## src/rtl/sdram_pkg.sv

```systemverilog
// Shared definitions for the SDRAM controller: command encodings, address
// field positions and the read/write sequencer state encoding.
package sdram_pkg;

  localparam logic [3:0] CMD_NOP    = 4'b0111;
  localparam logic [3:0] CMD_ACTIVE = 4'b0011;
  localparam logic [3:0] CMD_READ   = 4'b0101;
  localparam logic [3:0] CMD_BSTOP  = 4'b0110;
  localparam logic [3:0] CMD_PRE    = 4'b0010;

  localparam int BANK_HI = 23;
  localparam int BANK_LO = 22;
  localparam int ROW_HI  = 21;
  localparam int ROW_LO  = 9;
  localparam int COL_HI  = 8;
  localparam int COL_LO  = 0;

  localparam logic [9:0] MAX_BURST = 10'd512;

  typedef logic [2:0] state_t;

  localparam state_t ST_IDLE    = 3'd0;
  localparam state_t ST_ACTIVE  = 3'd1;
  localparam state_t ST_TRCD    = 3'd2;
  localparam state_t ST_READ    = 3'd3;
  localparam state_t ST_RD_DATA = 3'd4;
  localparam state_t ST_PRE     = 3'd5;
  localparam state_t ST_TRP     = 3'd6;
  localparam state_t ST_END     = 3'd7;

endpackage

```

## src/rtl/sdram_read.sv

```systemverilog
// Read-side command sequencer: ACTIVE, full-page READ, BURST STOP, PRECHARGE,
// with registered capture of the SDRAM data bus and a per-beat rd_ack strobe.
module sdram_read
  import sdram_pkg::*;
#(
  parameter int TRCD_CLK = 2,
  parameter int TRP_CLK  = 2,
  parameter int CL_CLK   = 3
) (
  input  logic        sys_clk,
  input  logic        sys_rst,
  input  logic        init_end,
  input  logic        rd_en,
  input  logic [23:0] rd_addr,
  input  logic [9:0]  rd_burst_len,
  input  logic [15:0] sdram_dq,
  output logic        rd_ack,
  output logic        rd_end,
  output logic [3:0]  read_cmd,
  output logic [1:0]  read_ba,
  output logic [12:0] read_addr,
  output logic [15:0] rd_sdram_data
);

  localparam logic [9:0] CL        = 10'(CL_CLK);
  localparam logic [3:0] TRCD_LAST = 4'(TRCD_CLK - 2);
  localparam logic [3:0] TRP_LAST  = 4'(TRP_CLK - 2);

  function automatic logic [9:0] clamp_len(input logic [9:0] len);
    return (len > MAX_BURST) ? MAX_BURST : len;
  endfunction

  state_t      state;
  state_t      state_nxt;
  logic [3:0]  wait_cnt;
  logic [9:0]  cyc_cnt;
  logic [9:0]  burst_len;
  logic [9:0]  req_len;
  logic [9:0]  last_cnt;
  logic [1:0]  bank;
  logic [12:0] row;
  logic [8:0]  col;
  logic        accept;

  assign req_len  = clamp_len(rd_burst_len);
  // END also accepts, so a held request restarts with no idle bubble.
  assign accept   = init_end && rd_en && (state == ST_IDLE || state == ST_END);
  assign last_cnt = burst_len + CL;

  always_comb begin
    state_nxt = state;
    case (state)
      ST_IDLE, ST_END: begin
        if (accept) state_nxt = (req_len == 10'd0) ? ST_END : ST_ACTIVE;
        else        state_nxt = ST_IDLE;
      end
      ST_ACTIVE:  state_nxt = (TRCD_CLK > 1) ? ST_TRCD : ST_READ;
      ST_TRCD:    if (wait_cnt == TRCD_LAST) state_nxt = ST_READ;
      ST_READ:    state_nxt = ST_RD_DATA;
      ST_RD_DATA: if (cyc_cnt == last_cnt) state_nxt = ST_PRE;
      ST_PRE:     state_nxt = (TRP_CLK > 1) ? ST_TRP : ST_END;
      ST_TRP:     if (wait_cnt == TRP_LAST) state_nxt = ST_END;
      default:    state_nxt = ST_IDLE;
    endcase
  end

  always_ff @(posedge sys_clk or posedge sys_rst) begin
    if (sys_rst) begin
      state         <= ST_IDLE;
      wait_cnt      <= 4'd0;
      cyc_cnt       <= 10'd0;
      rd_sdram_data <= 16'd0;
    end else begin
      state         <= state_nxt;
      wait_cnt      <= (state_nxt != state) ? 4'd0 : wait_cnt + 4'd1;
      rd_sdram_data <= sdram_dq;
      // cyc_cnt equals the number of cycles elapsed since the READ command.
      if (state == ST_READ)         cyc_cnt <= 10'd1;
      else if (state == ST_RD_DATA) cyc_cnt <= cyc_cnt + 10'd1;
      else                          cyc_cnt <= 10'd0;
    end
  end

  always_ff @(posedge sys_clk) begin
    if (accept) begin
      bank      <= rd_addr[BANK_HI:BANK_LO];
      row       <= rd_addr[ROW_HI:ROW_LO];
      col       <= rd_addr[COL_HI:COL_LO];
      burst_len <= req_len;
    end
  end

  always_comb begin
    read_cmd  = CMD_NOP;
    read_ba   = 2'b11;
    read_addr = 13'h1fff;
    case (state)
      ST_ACTIVE: begin
        read_cmd  = CMD_ACTIVE;
        read_ba   = bank;
        read_addr = row;
      end
      ST_READ: begin
        read_cmd  = CMD_READ;
        read_ba   = bank;
        read_addr = {4'b0000, col};
      end
      ST_RD_DATA: if (cyc_cnt == burst_len) read_cmd = CMD_BSTOP;
      ST_PRE: begin
        read_cmd  = CMD_PRE;
        read_ba   = bank;
        read_addr = 13'h0000;
      end
      default: ;
    endcase
  end

  // Beat k is on the bus at READ+CL+k and leaves the capture register one cycle later.
  assign rd_ack = (state == ST_RD_DATA) && (cyc_cnt > CL) && (cyc_cnt <= last_cnt);
  assign rd_end = (state == ST_END);

endmodule
```

## config.mk

```make
export PLATFORM = sky130hd
export DESIGN_NAME = sdram_read
export DESIGN_NICKNAME = d
export VERILOG_FILES = /design/src/rtl/sdram_pkg.sv /design/src/rtl/sdram_read.sv
export SDC_FILE = /design/constraint.sdc
export NUM_CORES = 1
export LEC_CHECK = 0
export CELL_PAD_IN_SITES_DETAIL_PLACEMENT = 0
export CELL_PAD_IN_SITES_GLOBAL_PLACEMENT = 2
export CORE_MARGIN = 2
export CORE_UTILIZATION = 28
export CTS_CLUSTER_SIZE = 14
export DETAILED_ROUTE_END_ITERATION = 12
export GPL_TIMING_DRIVEN = 0
export PLACE_DENSITY_LB_ADDON = 0.1
export SKIP_LAST_GASP = 1
export SLEW_MARGIN = 20
export SYNTH_ARGS = -nofsm -noshare
export SYNTH_HDL_FRONTEND = slang
export SYNTH_SLANG_ARGS = --single-unit
```

## constraint.sdc

```tcl
create_clock -name sys_clk -period 7.1 [get_ports sys_clk]
set_clock_uncertainty 0.1 [all_clocks]
set_input_delay 1.42 -clock sys_clk [delete_from_list [all_inputs] [get_ports sys_clk]]
set_output_delay 1.42 -clock sys_clk [all_outputs]
set_load 0.02 [all_outputs]
```

# After elaboration in Yosys (flattened, before gate mapping)
# Index checks and enable logic that the tools add are counted.
# W data, S select, Z words.
[word_totals]
inputBits = 54
ff_bits = 67
output_inout_bits = 37
word_cells = 48
[classes]
order_cmp = 3
mux = 14
n_addsub = 3
reduce_logical = 10
eq_ne = 10
[op_table]
columns = ["op", "n"]
rows = [
  ["$pmux W13 S3", 1],
  ["$mux W10", 3],
  ["$pmux W3 S7", 1],
  ["$eq A10 B10 Y1", 2],
  ["$mux W3", 5],
  ["$eq A3 B3 Y1 const B", 4],
  ["$pmux W3 S4", 1],
  ["$add A10 B1 Y10 const B", 1],
  ["$add A10 B2 Y10 const B", 1],
  ["$gt A10 B10 Y1 const B", 1],
  ["$gt A10 B2 Y1 const B", 1],
  ["$le A10 B10 Y1", 1],
  ["$logic_not A10 Y1", 1],
  ["$eq A3 B2 Y1 const B", 2],
  ["$add A4 B1 Y4 const B", 1],
  ["$logic_and A1 B1 Y1", 4],
  ["$logic_not A4 Y1", 1],
  ["$mux W4", 1],
  ["$eq A3 B1 Y1 const B", 1],
  ["$logic_not A3 Y1", 1],
  ["$ne A3 B3 Y1", 1],
  ["$reduce_or A3 Y1", 1],
  ["$mux W2", 1],
  ["$reduce_or A2 Y1", 1],
  ["other kinds (2)", 2],
]

# Depth between registers and ports, before layout
[depth]
depth_word = 8
mapped_depth = 10
mapped_depth_nobuf = 10

# Worst setup path after synthesis
# OpenSTA, ideal clock, no wires.
[synth_path]
kind = "flip-flop to output port"
start = "register burst_len[1]"
end = "output port rd_ack"
setup_slack_ns = 3.459
required_time_ns = 5.580
arrival_ns = 2.121
n_path_buf = 0
path_stages_with_launch = 10
cell_sequence = "edfxtp_1 > inv_1 > ha_1 > nor3b_1 > nand2_1 > xor2_1 > ha_1 > o21a_1 > o2111a_1 > o2bb2ai_1"
[synth_between]
elab_chain_cells = 3
[synth_rtl]
columns = ["element", "line_no", "text"]
rows = [
  ["start: declaration", "sdram_read.sv:37", "logic [9:0] burst_len;"],
  ["start signal: assignment", "sdram_read.sv:89", "burst_len <= req_len;"],
  ["$add A10 B2 Y10", "sdram_read.sv:48", "assign last_cnt = burst_len + CL;"],
  ["$le A10 B10 Y1", "sdram_read.sv:119", "assign rd_ack = (state == ST_RD_DATA) && (cyc_cnt > CL) && (cyc_cnt <= last_cnt);"],
  ["$logic_and A1 B1 Y1", "sdram_read.sv:119", ""],
  ["end: declaration", "sdram_read.sv:17", "output logic rd_ack,"],
]
# Every way passes these cells.

# Worst setup path after layout
[layout_path]
start = "register burst_len[0]"
end = "output port rd_ack"
# The elaborated chain is that of the path after synthesis.

==> summary.txt <==
Floorplanning
  – Starting Density: 0.286
  – Die footprint: around 12000 um2
  – Die Span Y: between 100 and 150 um
  – Die Width: between 100 and 150 um
  – Io pins: 91
  – Core area: between 10000 and 15000 um2
  – Site row count: 38

Logic synthesis
  – Xor/xnor share of the synthesized area: 0.0735
  – Distinct cell type count after synthesis: 42
  – Ys Warns: 0
  – Post-synthesis compound-gate area fraction: 0.0840
  – Top_reg_cell synth: edfxtp_1
  – Syn Area/Cell: between 10 and 15 um2
  – Fraction of synthesized area in multiplexers: 0
  – Synthesized area: just over 3000 um2
  – Yosys reg bits: 67
  – Post-Synth Simple-Gate Area: 0.159
  – Post-synth net total: between 300 and 400
  – Number of cells produced by synthesis: between 200 and 300
  – EDFF count, synth: 34
  – Yosys top cell by area: edfxtp_1
  – Top cell type's share of synthesized area: 0.330
  – Sequential share of the synthesized area: 0.596
  – Main combinational cell family by area after synthesis: simple AND/OR/NAND/NOR gates
  – FFs w/ async S/R, synth: 0.493
  – Synth top area cells: edfxtp_1, dfrtp_1, ha_1, xnor2_1, xor2_1
  – Adder-cell share of the synthesized area: 0.0565

Layout
  – Multi-input logic area: between 1000 and 1500 um2
  – Area growth, synth to finish: 40.1%
  – Ant diodes: 0
  – Share of post-route cells with drive strength above 1: 0.0757
  – Most frequent cells in the layout: clkdlybuf4s50_1, edfxtp_1, dfrtp_1, nand2_1
  – FF/Latch Area: approximately 1800 um2
  – Non-Filler Instances: 510
  – Nets@finish: between 400 and 500
  – Most common cell after layout, fill and taps aside: clkdlybuf4s50_1
  – Fillers: 1092

Clock tree
  – Root Driver: clkbuf_8
  – CTS tree: yes
  – Post-CTS setup buffer count: 0
  – # H-tree levels: 3
  – Num CTS Buffers: 9
  – Clk sink count: 67
  – Post-CTS sizing: 0
  – Hold_buf cts: 0
  – CTS Buffer Depth: 2
  – Clock-pin slew on the worst setup and hold paths: roughly 0.09 ns
  – Worst skew pair latency: ~0.36 ns

Timing
  – Max Fclk: 212 MHz
  – Crit path time final: approximately 4.7 ns
  – Slew headroom: 0.469
  – Setup TNS: 0 ns
  – Setup violators final: 0
  – Final Hold Viols: 0
  – Worst Setup Slack, final: about 2.4 ns
  – Worst-Margin Slew: between 0.7 and 0.8 ns
  – RSZ-0062 raised after global routing: no
  – Period Utilization, post-route: 0.664
  – Final Max Slew Viols: 0

Setup path
  – Reg2reg start: burst_len[0]
  – Crit. End Element: output port
  – Worst Path Required: ~5.6 ns
  – Critical path arrival: 3.20 ns
  – Worst reg-to-reg setup slack: 4.24 ns
  – Max FO, Critical Path: 3
  – Startpoint types: register
  – R2R depth: 10
  – Reg-to-reg endpoint: wait_cnt[3]
  – CP Class: register to output port

Pwr
  – VDD IR max: between 0.1 and 0.15 mV
  – Clock share of power: 0.245
  – Sequential power share: 0.412
  – Pwr Density: ~270 nW/um2
  – Psw: 422 uW
  – P_leak: roughly 0.0016 uW
  – Internal: roughly 770 uW
  – Gate power share: 0.343
  – Net Sw Frac: 0.355

Worst hold path
  – Min-delay worst type: register to register
  – Worst hold start: wait_cnt[0]
  – Hold depth: 1
  – WHS Endpoint: wait_cnt[0]

Placed design
  – IO Port Bufs: 89
  – Detailed Place HPWL: ~5.3 mm
  – Post-placement cell count: between 400 and 500
  – Place WS: about 2.7 ns
  – Placer Congestion: 0.730

Detailed routing
  – 1st-iter DRT viols: 69
  – DR vias/cell: roughly 4.5
  – Antenna-violating nets left: 0
  – Drt wl/cell: 14.4 um
  – Via count: approximately 2300
  – DRC: 0
  – Routed Wire Length: between 7 and 8 mm
  – DR pass1 iterations: 4

Job
  – Maxcap violations: 0

Global routing
  – Initial antenna violation count: 0
  – Via count of the first global-routing pass: roughly 2300
  – Remaining Overflow, GRT: 0
  – Largest net degree at the start of global routing: 39
  – Global-route wire length before repair: between 10 and 15 mm
  – GRT Overall Usage: 0.132

Outcome
  – Status: finished, final reports clean
## final cells by class
class	instances	share of cell area
sequential	67	0.425
multi-input combinational	175	0.267
timing repair buffer	89	0.205
tap	140	0.0404
clock buffer	9	0.0285
buffer	13	0.0127
clock inverter	7	0.0121
inverter	10	0.00865
## how the worst max path moves through the flow
stage,from,to,depth (start not counted)
finish,burst_len[0],rd_ack,10
global route,burst_len[1],rd_ack,10
CTS,burst_len[0],rd_ack,10
detailed placement,burst_len[0],rd_ack,10
global placement,burst_len[1],rd_ack,10
floorplan,burst_len[1],rd_ack,9
## critical path, stage by stage (launching register included)
cell and delay, ns:
edfxtp_1 0.37, inv_1 0.07, ha_1 0.24, nor3b_1 0.33, nand4_1 0.15, xor2_1 0.18
ha_1 0.31, nand4_1 0.16, o311ai_0 0.39, o2bb2ai_1 0.10, clkdlybuf4s50_1 0.55
## sequential cells by signal, summed over array words and instances, names as in the netlist
name	count
row	13
col	9
wait_cnt	4
state	3
bank	2
rd_sdram_data	16
burst_len	10
cyc_cnt	10
## power groups by stage
stage	Clock [uW]	Combinational [uW]	Sequential (uW)
3_3_place_gp	0	413	499
2_1_floorplan	0	241	496
4_1_cts	303	415	491
3_5_place_dp	0	412	499
5_1_grt	319	454	496
6_report	291	408	489
## routing by layer
layer	vias to the layer above	GRT usage	wire, um	share of wire
li1	1142	-	-	-
met1	1060	0.165	3320	0.45
met2	59	0.213	3510	0.48
met3	9	0.0430	420	0.057
met4	0	0.0515	114	0.015
met5	-	0	0	0
## logic make-up after synthesis
| logic type | after synthesis |
|---|---|
| and+or+nand+nor | 93 |
| DFF | 67 |
| AOI/OAI and AO/OA | 41 |
| xor gates and xnor gates | 26 |
| buffers and inverters | 23 |
| adders and majority gates | 14 |
| other | 1 |
## metrics by stage
step / cell area (um2) / utilization / hold WS [ns] / power, uW
2_1_floorplan: 3100 / - / 0.380 / 738
3_3_place_gp: 4160 / 0.384 / 0.417 / 912
3_5_place_dp: 4160 / 0.384 / 0.411 / 910
4_1_cts: 4340 / 0.400 / 0.429 / 1210
5_1_grt: 4340 / 0.400 / 0.459 / 1270
6_report: 4340 / 0.400 / 0.427 / 1190
## cell usage after synthesis (2+ instances only)
cell type,instances
a21oi_1,7
or2_2,3
o211ai_1,3
a211oi_1,2
nor4_1,5
a21o_1,4
o21ai_0,15
and4_1,2
buf_2,2
dfrtp_1,33
nand4_1,8
inv_1,10
xnor2_1,15
nand3_1,15
nor2_1,13
a21boi_0,2
ha_1,14
clkbuf_1,10
xor2_1,11
nor2b_1,9
or3_1,2
edfxtp_1,34
nor3_1,5
nand2_1,23
Power figures use the tool's default switching activity.
